### src/rtl/dc_probe_capture.sv
// ---------------------------------------------------------------------------
// dc_probe_capture
//
// DC transfer-curve sweep engine. A run drives a series of source codes
// (start_code, start_code+step_inc, ... modulo 2^DW) into the input node of a
// circuit under test. For each code it waits a fixed settle time, averages
// 2^AVG_LOG2 far-end ADC samples and offers the average, tagged with the step
// index, on a valid/ready result port. After NSTEPS results it pulses done.
//
// Optional feature (macro DC_PROBE_SHORT_CHECK_EN): adds a short-circuit
// detector that flags when the averaged far-end sample lies within short_tol
// of the drive code.
//
// Ports
//   clk, rst_n              clock, asynchronous active-low reset
//   start, abort            run request (taken in IDLE only), run cancel
//   start_code, step_inc    first drive code and per-step increment
//   drive_code, drive_en    source code and source enable
//   adc_valid, adc_data     far-end sample strobe and value
//   res_valid, res_ready    result handshake
//   res_data, res_idx       averaged sample and step index
//   busy, done              run active, single-cycle completion pulse
//   short_tol, short_flag   (DC_PROBE_SHORT_CHECK_EN only) tolerance, flag
// ---------------------------------------------------------------------------
module dc_probe_capture #(
    parameter int DW         = 12,
    parameter int SETTLE_CYC = 16,
    parameter int AVG_LOG2   = 2,
    parameter int NSTEPS     = 8
) (
    input  logic          clk,
    input  logic          rst_n,
    input  logic          start,
    input  logic          abort,
    input  logic [DW-1:0] start_code,
    input  logic [DW-1:0] step_inc,
    output logic [DW-1:0] drive_code,
    output logic          drive_en,
    input  logic          adc_valid,
    input  logic [DW-1:0] adc_data,
    output logic          res_valid,
    input  logic          res_ready,
    output logic [DW-1:0] res_data,
    output logic [7:0]    res_idx,
    output logic          busy,
`ifdef DC_PROBE_SHORT_CHECK_EN
    input  logic [DW-1:0] short_tol,
    output logic          short_flag,
`endif
    output logic          done
);

    localparam int AW   = DW + AVG_LOG2;   // accumulator width, cannot overflow
    localparam int CW   = AVG_LOG2 + 1;    // sample counter width
    localparam int NAVG = 1 << AVG_LOG2;

    typedef enum logic [2:0] {
        IDLE   = 3'd0,
        DRIVE  = 3'd1,
        SETTLE = 3'd2,
        SAMPLE = 3'd3,
        EMIT   = 3'd4,
        DONE   = 3'd5
    } state_t;

    state_t          state_reg, state_next;
    logic [DW-1:0]   drive_code_reg;
    logic [DW-1:0]   step_reg;
    logic [7:0]      k_reg;
    logic [7:0]      settle_cnt_reg;
    logic [CW-1:0]   samp_cnt_reg;
    logic [AW-1:0]   acc_reg;
    logic            res_valid_reg;
    logic [DW-1:0]   res_data_reg;
    logic [7:0]      res_idx_reg;

    // FSM strobes
    logic start_go;
    logic sample_take;
    logic sample_last;
    logic xfer;
    logic step_adv;

    // Averaging datapath
    logic [AW-1:0] acc_sum;
    logic [DW-1:0] avg_new;

    assign acc_sum = acc_reg + AW'(adc_data);
    assign avg_new = DW'(acc_sum >> AVG_LOG2);

    // ---------------------------------------------------------------- FSM
    always_ff @(posedge clk or negedge rst_n) begin
        if (!rst_n) begin
            state_reg <= IDLE;
        end else begin
            state_reg <= state_next;
        end
    end

    always_comb begin
        state_next  = state_reg;
        start_go    = 1'b0;
        sample_take = 1'b0;
        sample_last = 1'b0;
        xfer        = 1'b0;
        step_adv    = 1'b0;
        if (abort) begin
            // Abort wins over start and over a pending result transfer.
            state_next = IDLE;
        end else begin
            case (state_reg)
                IDLE: begin
                    if (start) begin
                        start_go   = 1'b1;
                        state_next = DRIVE;
                    end
                end
                DRIVE: begin
                    state_next = SETTLE;
                end
                SETTLE: begin
                    if (settle_cnt_reg == 8'(SETTLE_CYC - 1)) begin
                        state_next = SAMPLE;
                    end
                end
                SAMPLE: begin
                    if (adc_valid) begin
                        sample_take = 1'b1;
                        if (samp_cnt_reg == CW'(NAVG - 1)) begin
                            sample_last = 1'b1;
                            state_next  = EMIT;
                        end
                    end
                end
                EMIT: begin
                    if (res_ready) begin
                        xfer = 1'b1;
                        if (k_reg == 8'(NSTEPS - 1)) begin
                            state_next = DONE;
                        end else begin
                            step_adv   = 1'b1;
                            state_next = DRIVE;
                        end
                    end
                end
                DONE: begin
                    state_next = IDLE;
                end
                default: begin
                    state_next = IDLE;
                end
            endcase
        end
    end

    // ------------------------------------------------------------ datapath
    always_ff @(posedge clk or negedge rst_n) begin
        if (!rst_n) begin
            drive_code_reg <= '0;
            step_reg       <= '0;
            k_reg          <= '0;
            settle_cnt_reg <= '0;
            samp_cnt_reg   <= '0;
            acc_reg        <= '0;
            res_valid_reg  <= 1'b0;
            res_data_reg   <= '0;
            res_idx_reg    <= '0;
        end else if (abort) begin
            // drive_code deliberately keeps its last value.
            k_reg          <= '0;
            settle_cnt_reg <= '0;
            samp_cnt_reg   <= '0;
            acc_reg        <= '0;
            res_valid_reg  <= 1'b0;
        end else begin
            if (start_go) begin
                drive_code_reg <= start_code;
                step_reg       <= step_inc;
                k_reg          <= '0;
                samp_cnt_reg   <= '0;
                acc_reg        <= '0;
            end

            if (state_reg == DRIVE) begin
                settle_cnt_reg <= '0;
            end else if (state_reg == SETTLE) begin
                settle_cnt_reg <= settle_cnt_reg + 8'd1;
            end

            if (sample_take) begin
                if (sample_last) begin
                    acc_reg       <= '0;
                    samp_cnt_reg  <= '0;
                    res_data_reg  <= avg_new;
                    res_idx_reg   <= k_reg;
                    res_valid_reg <= 1'b1;
                end else begin
                    acc_reg      <= acc_sum;
                    samp_cnt_reg <= samp_cnt_reg + 1'b1;
                end
            end

            if (xfer) begin
                res_valid_reg <= 1'b0;
            end

            // Running sum equals start_code + k*step_inc modulo 2^DW.
            if (step_adv) begin
                k_reg          <= k_reg + 8'd1;
                drive_code_reg <= drive_code_reg + step_reg;
            end
        end
    end

`ifdef DC_PROBE_SHORT_CHECK_EN
    // ---------------------------------------------------- short detector
    logic          short_flag_reg;
    logic [DW-1:0] short_diff;
    logic          short_hit;

    assign short_diff = (avg_new >= drive_code_reg) ? (avg_new - drive_code_reg)
                                                    : (drive_code_reg - avg_new);
    assign short_hit  = (short_diff <= short_tol);

    always_ff @(posedge clk or negedge rst_n) begin
        if (!rst_n) begin
            short_flag_reg <= 1'b0;
        end else if (abort || start_go) begin
            short_flag_reg <= 1'b0;
        end else if (sample_last) begin
            // Evaluated on the same edge the average is captured (EMIT entry).
            short_flag_reg <= short_hit;
        end
    end

    assign short_flag = short_flag_reg;
`endif

    // ------------------------------------------------------------ outputs
    assign drive_code = drive_code_reg;
    assign drive_en   = (state_reg == DRIVE)  || (state_reg == SETTLE) ||
                        (state_reg == SAMPLE) || (state_reg == EMIT);
    assign res_valid  = res_valid_reg;
    assign res_data   = res_data_reg;
    assign res_idx    = res_idx_reg;
    assign busy       = (state_reg != IDLE);
    assign done       = (state_reg == DONE);

endmodule
### config.mk
export PLATFORM = sky130hd
export DESIGN_NAME = dc_probe_capture
export DESIGN_NICKNAME = d
export VERILOG_FILES = /design/src/rtl/dc_probe_capture.sv
export SDC_FILE = /design/constraint.sdc
export NUM_CORES = 1
export LEC_CHECK = 0
export ABC_AREA = 1
export CORE_MARGIN = 2
export CORE_UTILIZATION = 45
export DETAILED_ROUTE_END_ITERATION = 10
export GPL_ROUTABILITY_DRIVEN = 1
export MAX_ROUTING_LAYER = met4
export PLACE_DENSITY = 0.68
export SYNTH_ARGS = -nofsm -noshare
export SYNTH_HDL_FRONTEND = slang
export SYNTH_SLANG_ARGS = --single-unit
### constraint.sdc
create_clock -name clk -period 3.1 [get_ports clk]
set_input_delay 0.62 -clock clk [delete_from_list [all_inputs] [get_ports clk]]
set_output_delay 0.62 -clock clk [all_outputs]
set_load 0.005 [all_outputs]
==> flow_summary_export.csv, run 1 <==
group,metric,value,unit
placement,dp_cells,839,
clock_network,cts.sinks,81,
synthesis,synth_area_per_cell,7.80,µm²
pwr,pwr-share-comb,0.455,
route,drc,0,
sta,timing.setup.tns,0,ps
pwr,seq_power_share,0.363,
placement,postPlaceCellArea,5770,µm²
placement,place.gp.congestion,0.909,
floorplan,fp.dieArea,11700,µm²
sta,fmax,403,MHz
cells_and_area,areaGrowthSynthToFinish,21.2,%
floorplan,die_y,108,µm
synthesis,synth-edff-count,0,
floorplan,io_pins,78,
synthesis,synthCells,627,
route,wl_per_cell,13.4,µm
pwr,power_frac_clock,0.182,
synthesis,synth_top_area_frac,0.414,
setup_path,start_kind,"register",
placement,dp_hpwl,8490,µm
floorplan,die_width,108,µm
global_routing,grt_max_degree,49,
route,initialDrtViolationCount,175,
setup_path,cp.required,2480,ps
cells_and_area,multiInputGateArea,2460,µm²
cells_and_area,fin_area,5930,µm²
clock_network,tritoncts,"yes",
global_routing,grt_pass1_vias,4242,
clock_network,cts_hold_buf,0,
synthesis,synth_area,4890,µm²
setup_path,cp-end-kind,"output pin",
route,viasPerCell,5.08,
global_routing,grt_pass1_wl,19300,µm
clock_network,htreeDepth,3,
sta,final-max-slew-violation-count,0,
synthesis,synthTopCellsByArea,"dfrtp_1 (41%), nand2_1 (16%), ha_1 (6.9%), nand3_1 (5.7%), inv_1 (5.1%)",
synthesis,ys.flop_type,"dfrtp_1",
cells_and_area,largest_reg_flops,14,
floorplan,initial_utilization,0.455,
route,routed_wl,11500,µm
min_path,hp-class,"input port to async pin",
route,drtPass1Iterations,5,
setup_path,crit_arrival,1860,ps
sta,rsz0062_at_grt,"false",
route,vias,4334,
cells_and_area,drive_gt1_frac,0.0701,
cells_and_area,regArea,2030,µm²
synthesis,synth_async_sr_flop_share,1.00,
clock_network,clk_pin_slew,70,ps
sta,min_period_over_period,0.800,
clock_network,post_cts_resize_count,0,
clock_network,cts.repair_timing.setup_buffer_count,0,
sta,setup_violations,0,
floorplan,core,10700,µm²
global_routing,grt_use_total,0.217,
global_routing,globalRoute.totalOverflow,0,
clock_network,cts_buffer_depth,2,
cells_and_area,fillers,1008,
sta,hold_viol,0,
synthesis,ys_ff_latch,81,
cells_and_area,finalNonFillerCells,853,
cells_and_area,finish.utilization,0.552,
cells_and_area,diodes,0,
sta,final.setup_skew,12.2,ps
pwr,p_int,2.32,mW
pwr,irDropWorstVdd,0.337,mV
pwr,power,3.89,mW
clock_network,cts_root_buf,"clkbuf_8",
synthesis,ys_warn_count,0,
synthesis,yosysUniqueCellTypes,38,
setup_path,crit_fanout,5,
pwr,power_density,656,nW/µm²
clock_network,cts_made_buffers,9,
sta,slew_headroom,0.583,
synthesis,mappedNetlistNets,698,
status,status,"complete, no violations",
sta,tightest_slew,626,ps
flow_run,drv_cap,0,
cells_and_area,final_nets,781,
pwr,p_sw,1.57,mW
floorplan,num_rows,38,
placement,numPortBuffers,77,
pwr,swShare,0.404,
sta,period_needed,2480,ps
synthesis,seq_area_frac_synth,0.414,
global_routing,antenna_found_initial,0,
synthesis,yosys.area.top_type,"dfrtp_1",
setup_path,worst-setup-path-type,"register to output pin",
clock_network,clkLatencyLatePin,370,ps
pwr,p_leak,2.98,nW
route,drtAntennaViolNets,0,
[layout make-up]
cell class / count / area share
multi-input cells: 461 / 0.415
flip-flops and latches: 81 / 0.342
repair buffers: 82 / 0.136
inverters: 75 / 0.0500
well taps: 140 / 0.0295
clock buffers: 14 / 0.0274
[placed cells by master (no fill, tap or decap), types with 3 or more instances in the layout]
master           instances
nand2_1                213
dfrtp_1                 81
clkdlybuf4s50_1         76
inv_1                   66
nand3_1                 56
nor2_1                  31
ha_1                    27
a21oi_1                 25
o21ai_0                 17
xor2_1                  14
o21ai_1                 14
clkbuf_8                11
nand4_1                 10
o22ai_1                  7
nor3_1                   6
o21ai_2                  6
buf_4                    6
inv_2                    5
xnor2_1                  5
nand3_2                  4
nand2_2                  4
a22o_1                   4
clkbuf_1                 3
[final timing paths]
| kind | slack [ps] | end | start | cells past startpoint |
|---|---|---|---|---|
| setup / recovery | 620 | drive_en | state_reg[2]$_DFFE_PN0P_ | 6 |
| max in group asynchronous | 2130 | state_reg[2]$_DFFE_PN0P_ | rst_n | 2 |
| min in group clk | 480 | samp_cnt_reg[0]$_DFFE_PN0P_ | samp_cnt_reg[0]$_DFFE_PN0P_ | 1 |
| setup reg to reg | 1180 | drive_code[8]$_DFFE_PN0P_ | drive_code[0]$_DFFE_PN0P_ | 10 |
| hold / removal | 260 | drive_code[0]$_DFFE_PN0P_ | rst_n | 1 |
| hold reg to reg | 480 | samp_cnt_reg[0]$_DFFE_PN0P_ | samp_cnt_reg[0]$_DFFE_PN0P_ | 1 |
[power by group through the flow]
stage | clock [mW] | sequential, mW | combinational, mW
after floorplan | 0 | 1.40 | 1.24
after global placement | 0 | 1.42 | 1.72
after detailed placement | 0 | 1.43 | 1.76
after CTS | 0.723 | 1.41 | 1.77
after global routing | 0.771 | 1.44 | 2.03
final | 0.706 | 1.41 | 1.77
[cells by family after synthesis]
group	Yosys count	share of synthesized area
fa+ha+maj	29	0.0772
buf+inv	85	0.0823
flops	81	0.414
compound gates	79	0.0959
xor+xnor	19	0.0340
simple gates	334	0.296
[critical path, stage by stage, from the launching register on]
cell	delay, ps
dfrtp_1	450
inv_2	120
nand3_1	120
nand2_1	110
inv_1	90
nand3_1	90
clkdlybuf4s50_1	510
[layer usage]
metal  wire length (µm)  GRT usage
met3                580     0.0332
met1               5310      0.274
met5                  0          -
met4                229     0.0943
met2               5340      0.346
[Yosys cell counts (6+ instances only)]
cell type and number:
nand2_1 213, dfrtp_1 81, inv_1 66, nand3_1 56
nor2_1 31, ha_1 27, a21oi_1 25, o21ai_0 17
o21ai_1 14, xor2_1 14, nand4_1 10, o22ai_1 7
nor3_1 6, o21ai_2 6
[stage by stage]
step	hold WS, ps	setup slack (ps)
final	258	620
after floorplan	324	1140
after global routing	300	489
after global placement	462	615
after detailed placement	469	555
after CTS	274	612
(Power assumes the default switching activity.)
==> inputs of run 2 (changes only) <==
--- a/config.mk
+++ b/config.mk
@@ -11,7 +11,7 @@
 export DETAILED_ROUTE_END_ITERATION = 10
 export GPL_ROUTABILITY_DRIVEN = 1
 export MAX_ROUTING_LAYER = met4
-export PLACE_DENSITY = 0.68
+export PLACE_DENSITY = 0.71
 export SYNTH_ARGS = -nofsm -noshare
 export SYNTH_HDL_FRONTEND = slang
 export SYNTH_SLANG_ARGS = --single-unit
==> constraint.sdc (replaced) <==
create_clock -name clk -period 2 [get_ports clk]
set_input_delay 0.4 -clock clk [delete_from_list [all_inputs] [get_ports clk]]
set_output_delay 0.4 -clock clk [all_outputs]
set_load 0.005 [all_outputs]
==> run 2 against run 1 <==
Worst hold slack better by 230 ps. Setup slack got worse by 540 ps. Core utilization is 3.4 points higher. Count of clock-buffer cells in the layout shrank 4. Via count rose by 2.4%. Cell count up 4.0%. Routed wire length rose by 2.8%. Critical endpoint is now drive_code[8]$_DFFE_PN0P_. Global-route usage rose by 0.42 points.
==> flow_summary_export.csv, run 2 (synthesized netlist as in run 1, its figures left out) <==
group,metric,value,unit
status,status,"complete, no violations",
setup_path,crit_fanout,3,
setup_path,crit_arrival,2190,ps
clock_network,cts_root_buf,"clkbuf_8",
route,drc,0,
setup_path,start_kind,"register",
pwr,seq_power_share,0.328,
clock_network,cts_made_buffers,9,
route,viasPerCell,5.00,
sta,timing.setup.tns,0,ps
placement,numPortBuffers,77,
route,routed_wl,11800,µm
cells_and_area,areaGrowthSynthToFinish,28.7,%
sta,final.setup_skew,8.94,ps
placement,dp_hpwl,8840,µm
global_routing,globalRoute.totalOverflow,0,
floorplan,die_width,108,µm
route,wl_per_cell,13.3,µm
pwr,p_int,4.16,mW
pwr,p_leak,3.20,nW
sta,timing.hold.ws,491,ps
global_routing,grt_pass1_vias,4347,
pwr,power_frac_clock,0.235,
route,drtAntennaViolNets,0,
pwr,power_density,1060,nW/µm²
cells_and_area,layout_common_cells,"nand2_1 (213), dfrtp_1 (79), clkdlybuf4s50_1 (73)",
route,vias,4438,
placement,pre_cts_ws,-223,ps
placement,place.gp.congestion,0.874,
sta,fmax,521,MHz
global_routing,grt_max_degree,53,
pwr,power,6.65,mW
route,drtPass1Iterations,5,
cells_and_area,final_nets,814,
floorplan,num_rows,38,
floorplan,die_y,108,µm
sta,setup_violations,0,
sta,period_needed,1920,ps
sta,hold_viol,0,
global_routing,grt_pass1_wl,19800,µm
clock_network,cts_buffer_depth,2,
global_routing,grt_use_total,0.221,
clock_network,clk_pin_slew,80,ps
floorplan,io_pins,78,
sta,min_period_over_period,0.960,
clock_network,tritoncts,"yes",
cells_and_area,diodes,0,
clock_network,cts.sinks,81,
clock_network,clkLatencyLatePin,370,ps
placement,dp_cells,864,
floorplan,initial_utilization,0.455,
sta,rsz0062_at_grt,"false",
route,initialDrtViolationCount,320,
floorplan,core,10700,µm²
pwr,p_sw,2.49,mW
floorplan,fp.dieArea,11700,µm²
cells_and_area,fin_area,6300,µm²
sta,final-max-slew-violation-count,0,
setup_path,cp.required,2270,ps
setup_path,worst-setup-path-type,"register to register",
min_path,hp-class,"input port to async pin",
sta,setup_ws,79.9,ps
pwr,swShare,0.375,
cells_and_area,finish.utilization,0.586,
cells_and_area,finalNonFillerCells,887,
clock_network,htreeDepth,3,
cells_and_area,drive_gt1_frac,0.119,
pwr,pwr-share-comb,0.437,
cells_and_area,layout_commonest_cell,"nand2_1",
sta,tightest_slew,402,ps
setup_path,cp-end-kind,"register",
placement,postPlaceCellArea,5980,µm²
sta,slew_headroom,0.732,
global_routing,antenna_found_initial,0,
cells_and_area,largest_reg_flops,14,
pwr,irDropWorstVdd,0.534,mV
flow_run,drv_cap,0,
==> run 2: changes by cell type in the layout (fill, tap and decap cells not counted), moves of 2 or more <==
| cell | previous run | this run |
|---|---|---|
| buf_4 | 6 | 36 |
| bufinv_16 | 0 | 4 |
| clkdlybuf4s50_1 | 76 | 73 |
| buf_12 | 0 | 2 |
| clkbuf_1 | 3 | 1 |
| clkbuf_8 | 11 | 9 |
| dfrtp_1 | 81 | 79 |
| dfrtp_2 | 0 | 2 |
| dlygate4sd2_1 | 0 | 2 |
==> run 2: final cells by class <==
type | count | area, µm²
Fill cell | 985 | 4450
Clock inverter | 5 | 129
Timing Repair Buffer | 115 | 1070
Sequential cell | 81 | 2030
Clock buffer | 10 | 128
Tap cell | 140 | 175
Inverter | 75 | 297
Multi-Input combinational cell | 461 | 2470
==> run 2: critical path: stages (launching register included) <==
cell and delay, ps:
dfrtp_1 410, ha_1 270, fa_1 430, nand3_1 90, nand3_1 140, nand3_1 140, nand2_1 70, nand2_1 60
nand3_1 100, nand2_1 80, nand2_1 40
==> run 2: final timing paths <==
| kind | from | to | slack [ps] | depth (start not counted) |
|---|---|---|---|---|
| hold reg to reg | res_data[11]$_DFFE_PN0P_ | res_data[11]$_DFFE_PN0P_ | 490 | 2 |
| setup / recovery | drive_code[0]$_DFFE_PN0P_ | drive_code[8]$_DFFE_PN0P_ | 80 | 10 |
| setup reg to reg | drive_code[0]$_DFFE_PN0P_ | drive_code[8]$_DFFE_PN0P_ | 80 | 10 |
| min in group clk | res_data[11]$_DFFE_PN0P_ | res_data[11]$_DFFE_PN0P_ | 490 | 2 |
| max in group asynchronous | rst_n | acc_reg[7]$_DFFE_PN0P_ | 900 | 3 |
| hold / removal | rst_n | drive_code[0]$_DFFE_PN0P_ | 490 | 2 |
==> run 2: power groups by stage <==
| stage | sequential, mW | combinational (mW) | clock (mW) |
|---|---|---|---|
| 2_1_floorplan | 2.16 | 1.91 | 0 |
| 3_3_place_gp | 2.21 | 2.71 | 0 |
| 3_5_place_dp | 2.23 | 2.78 | 0 |
| 4_1_cts | 2.18 | 2.88 | 1.60 |
| 5_1_grt | 2.22 | 3.30 | 1.67 |
| 6_report | 2.18 | 2.91 | 1.56 |
==> run 2: repair_timing <==
action	4_1_cts	5_1_grt
pin swaps	1	0
endpoints found under the hold margin	29	0
hold buffers	1	0
resized for setup	6	3
setup endpoints to repair	3	1
buffers inserted	6	1
==> run 2: metal layers <==
metal	track usage	vias up	part of all wire
met5	-	-	0
li1	-	2267	-
met4	0.0916	0	0.018
met1	0.270	2065	0.46
met3	0.0319	15	0.045
met2	0.368	91	0.48
==> inputs of run 3 (changes only) <==
--- a/config.mk
+++ b/config.mk
@@ -11,7 +11,7 @@
 export DETAILED_ROUTE_END_ITERATION = 10
 export GPL_ROUTABILITY_DRIVEN = 1
 export MAX_ROUTING_LAYER = met4
-export PLACE_DENSITY = 0.71
+export PLACE_DENSITY = 0.72
 export SYNTH_ARGS = -nofsm -noshare
 export SYNTH_HDL_FRONTEND = slang
 export SYNTH_SLANG_ARGS = --single-unit
==> run 3 against run 2 <==
Register-to-register slack better by 100 ps. Die area stayed put. Count of clock-buffer cells in the layout is 1 lower. Critical path type is now register to output pin. Largest power group unchanged. Highest routed layer unchanged.
==> flow_summary_export.csv, run 3 (synthesized netlist as in run 1, its figures left out) <==
group,metric,value,unit
route,wl_per_cell,13.4,µm
pwr,p_leak,3.15,nW
clock_network,tritoncts,"yes",
placement,dp_hpwl,8990,µm
clock_network,cts_root_buf,"clkbuf_8",
cells_and_area,drive_gt1_frac,0.123,
floorplan,io_pins,78,
floorplan,initial_utilization,0.455,
route,routed_wl,11800,µm
clock_network,htreeDepth,3,
pwr,power_density,1000,nW/µm²
placement,pre_cts_ws,-236,ps
setup_path,start_kind,"register",
floorplan,fp.dieArea,11700,µm²
sta,timing.setup.tns,0,ps
setup_path,crit_arrival,1510,ps
global_routing,antenna_found_initial,0,
sta,setup_violations,0,
sta,min_period_over_period,0.957,
clock_network,clk_pin_slew,90,ps
placement,postPlaceCellArea,5980,µm²
floorplan,die_y,108,µm
route,vias,4417,
cells_and_area,largest_reg_flops,14,
pwr,power,6.25,mW
route,drtPass1Iterations,4,
global_routing,grt_max_degree,42,
placement,numPortBuffers,77,
cells_and_area,fin_area,6230,µm²
placement,place.gp.congestion,0.911,
sta,setup_ws,85.2,ps
clock_network,cts_made_buffers,9,
sta,hold_viol,0,
sta,period_needed,1910,ps
sta,final.setup_skew,12.6,ps
clock_network,clkLatencyLatePin,380,ps
cells_and_area,layout_common_cells,"nand2_1 (212), dfrtp_1 (79), clkdlybuf4s50_1 (73)",
global_routing,grt_use_total,0.223,
route,initialDrtViolationCount,163,
cells_and_area,multiInputGateArea,2480,µm²
route,viasPerCell,4.99,
setup_path,worst-setup-path-type,"register to output pin",
cells_and_area,final_nets,811,
cells_and_area,regArea,2030,µm²
global_routing,grt_pass1_wl,20000,µm
sta,fmax,522,MHz
cells_and_area,layout_commonest_cell,"nand2_1",
sta,slew_headroom,0.646,
cells_and_area,areaGrowthSynthToFinish,27.3,%
sta,tightest_slew,531,ps
clock_network,cts.sinks,81,
floorplan,core,10700,µm²
route,drc,0,
status,status,"complete, no violations",
global_routing,globalRoute.totalOverflow,0,
min_path,hp-class,"input port to async pin",
clock_network,cts_buffer_depth,2,
route,drtAntennaViolNets,0,
sta,final-max-slew-violation-count,0,
setup_path,cp-end-kind,"output pin",
pwr,irDropWorstVdd,0.451,mV
global_routing,grt_pass1_vias,4440,
flow_run,drv_cap,0,
setup_path,crit_fanout,4,
sta,rsz0062_at_grt,"false",
cells_and_area,finish.utilization,0.580,
setup_path,r2r_setup_slack,180,ps
setup_path,cp.required,1600,ps
cells_and_area,fillers,1023,
floorplan,num_rows,38,
floorplan,die_width,108,µm
cells_and_area,diodes,0,
## run 3: layout make-up
type	instances	area share
tap	140	0.0281
timing repair buffer	112	0.171
clock inverter	7	0.0100
multi-input combinational	461	0.398
sequential	81	0.326
clock buffer	9	0.0199
inverter	75	0.0476
## run 3: layer usage
| layer | wire, µm | track usage | vias up |
|---|---|---|---|
| met5 | 0 | - | - |
| met3 | 520 | 0.0386 | 18 |
| li1 | - | - | 2259 |
| met1 | 5360 | 0.269 | 2045 |
| met4 | 237 | 0.0879 | 0 |
| met2 | 5720 | 0.374 | 95 |
## run 3: worst max-delay path: stages (launching register included)
cell and delay (ps):
dfrtp_1 420, inv_2 70, buf_4 130, nand3_2 90, nand2_2 60, inv_2 50, nand3_1 60, dlygate4sd2_1 260
## run 3: repair_timing
item                                    4_1_cts  5_1_grt
resized for setup                             6        4
gates cloned                                  0        0
hold buffers                                  0        0
buffers inserted                              6        1
pin swaps                                     1        0
endpoints found under the setup margin        3        3
## run 3: worst paths after layout
| kind | startpoint | endpoint | depth (start not counted) |
|---|---|---|---|
| setup / recovery | state_reg[0]$_DFFE_PN0P_ | drive_en | 7 |
| hold / removal | rst_n | drive_code[4]$_DFFE_PN0P_ | 1 |
| setup reg to reg | acc_reg[0]$_DFFE_PN0P_ | acc_reg[8]$_DFFE_PN0P_ | 7 |
| hold reg to reg | res_data[5]$_DFFE_PN0P_ | res_data[5]$_DFFE_PN0P_ | 2 |
| max in group asynchronous | rst_n | state_reg[2]$_DFFE_PN0P_ | 2 |
| min in group clk | res_data[5]$_DFFE_PN0P_ | res_data[5]$_DFFE_PN0P_ | 2 |
## run 3: metrics by stage
step	cells	hold slack [ps]
3_3_place_gp	862	411
2_1_floorplan	627	104
4_1_cts	884	7.76
3_5_place_dp	862	420
6_report	885	1.40
5_1_grt	885	29.8
## run 3: power by group
group,switching (mW),total (mW),internal [mW]
Sequential,0.261,2.19,1.93
Combinational,1.60,2.89,1.29
Clock,0.689,1.16,0.472
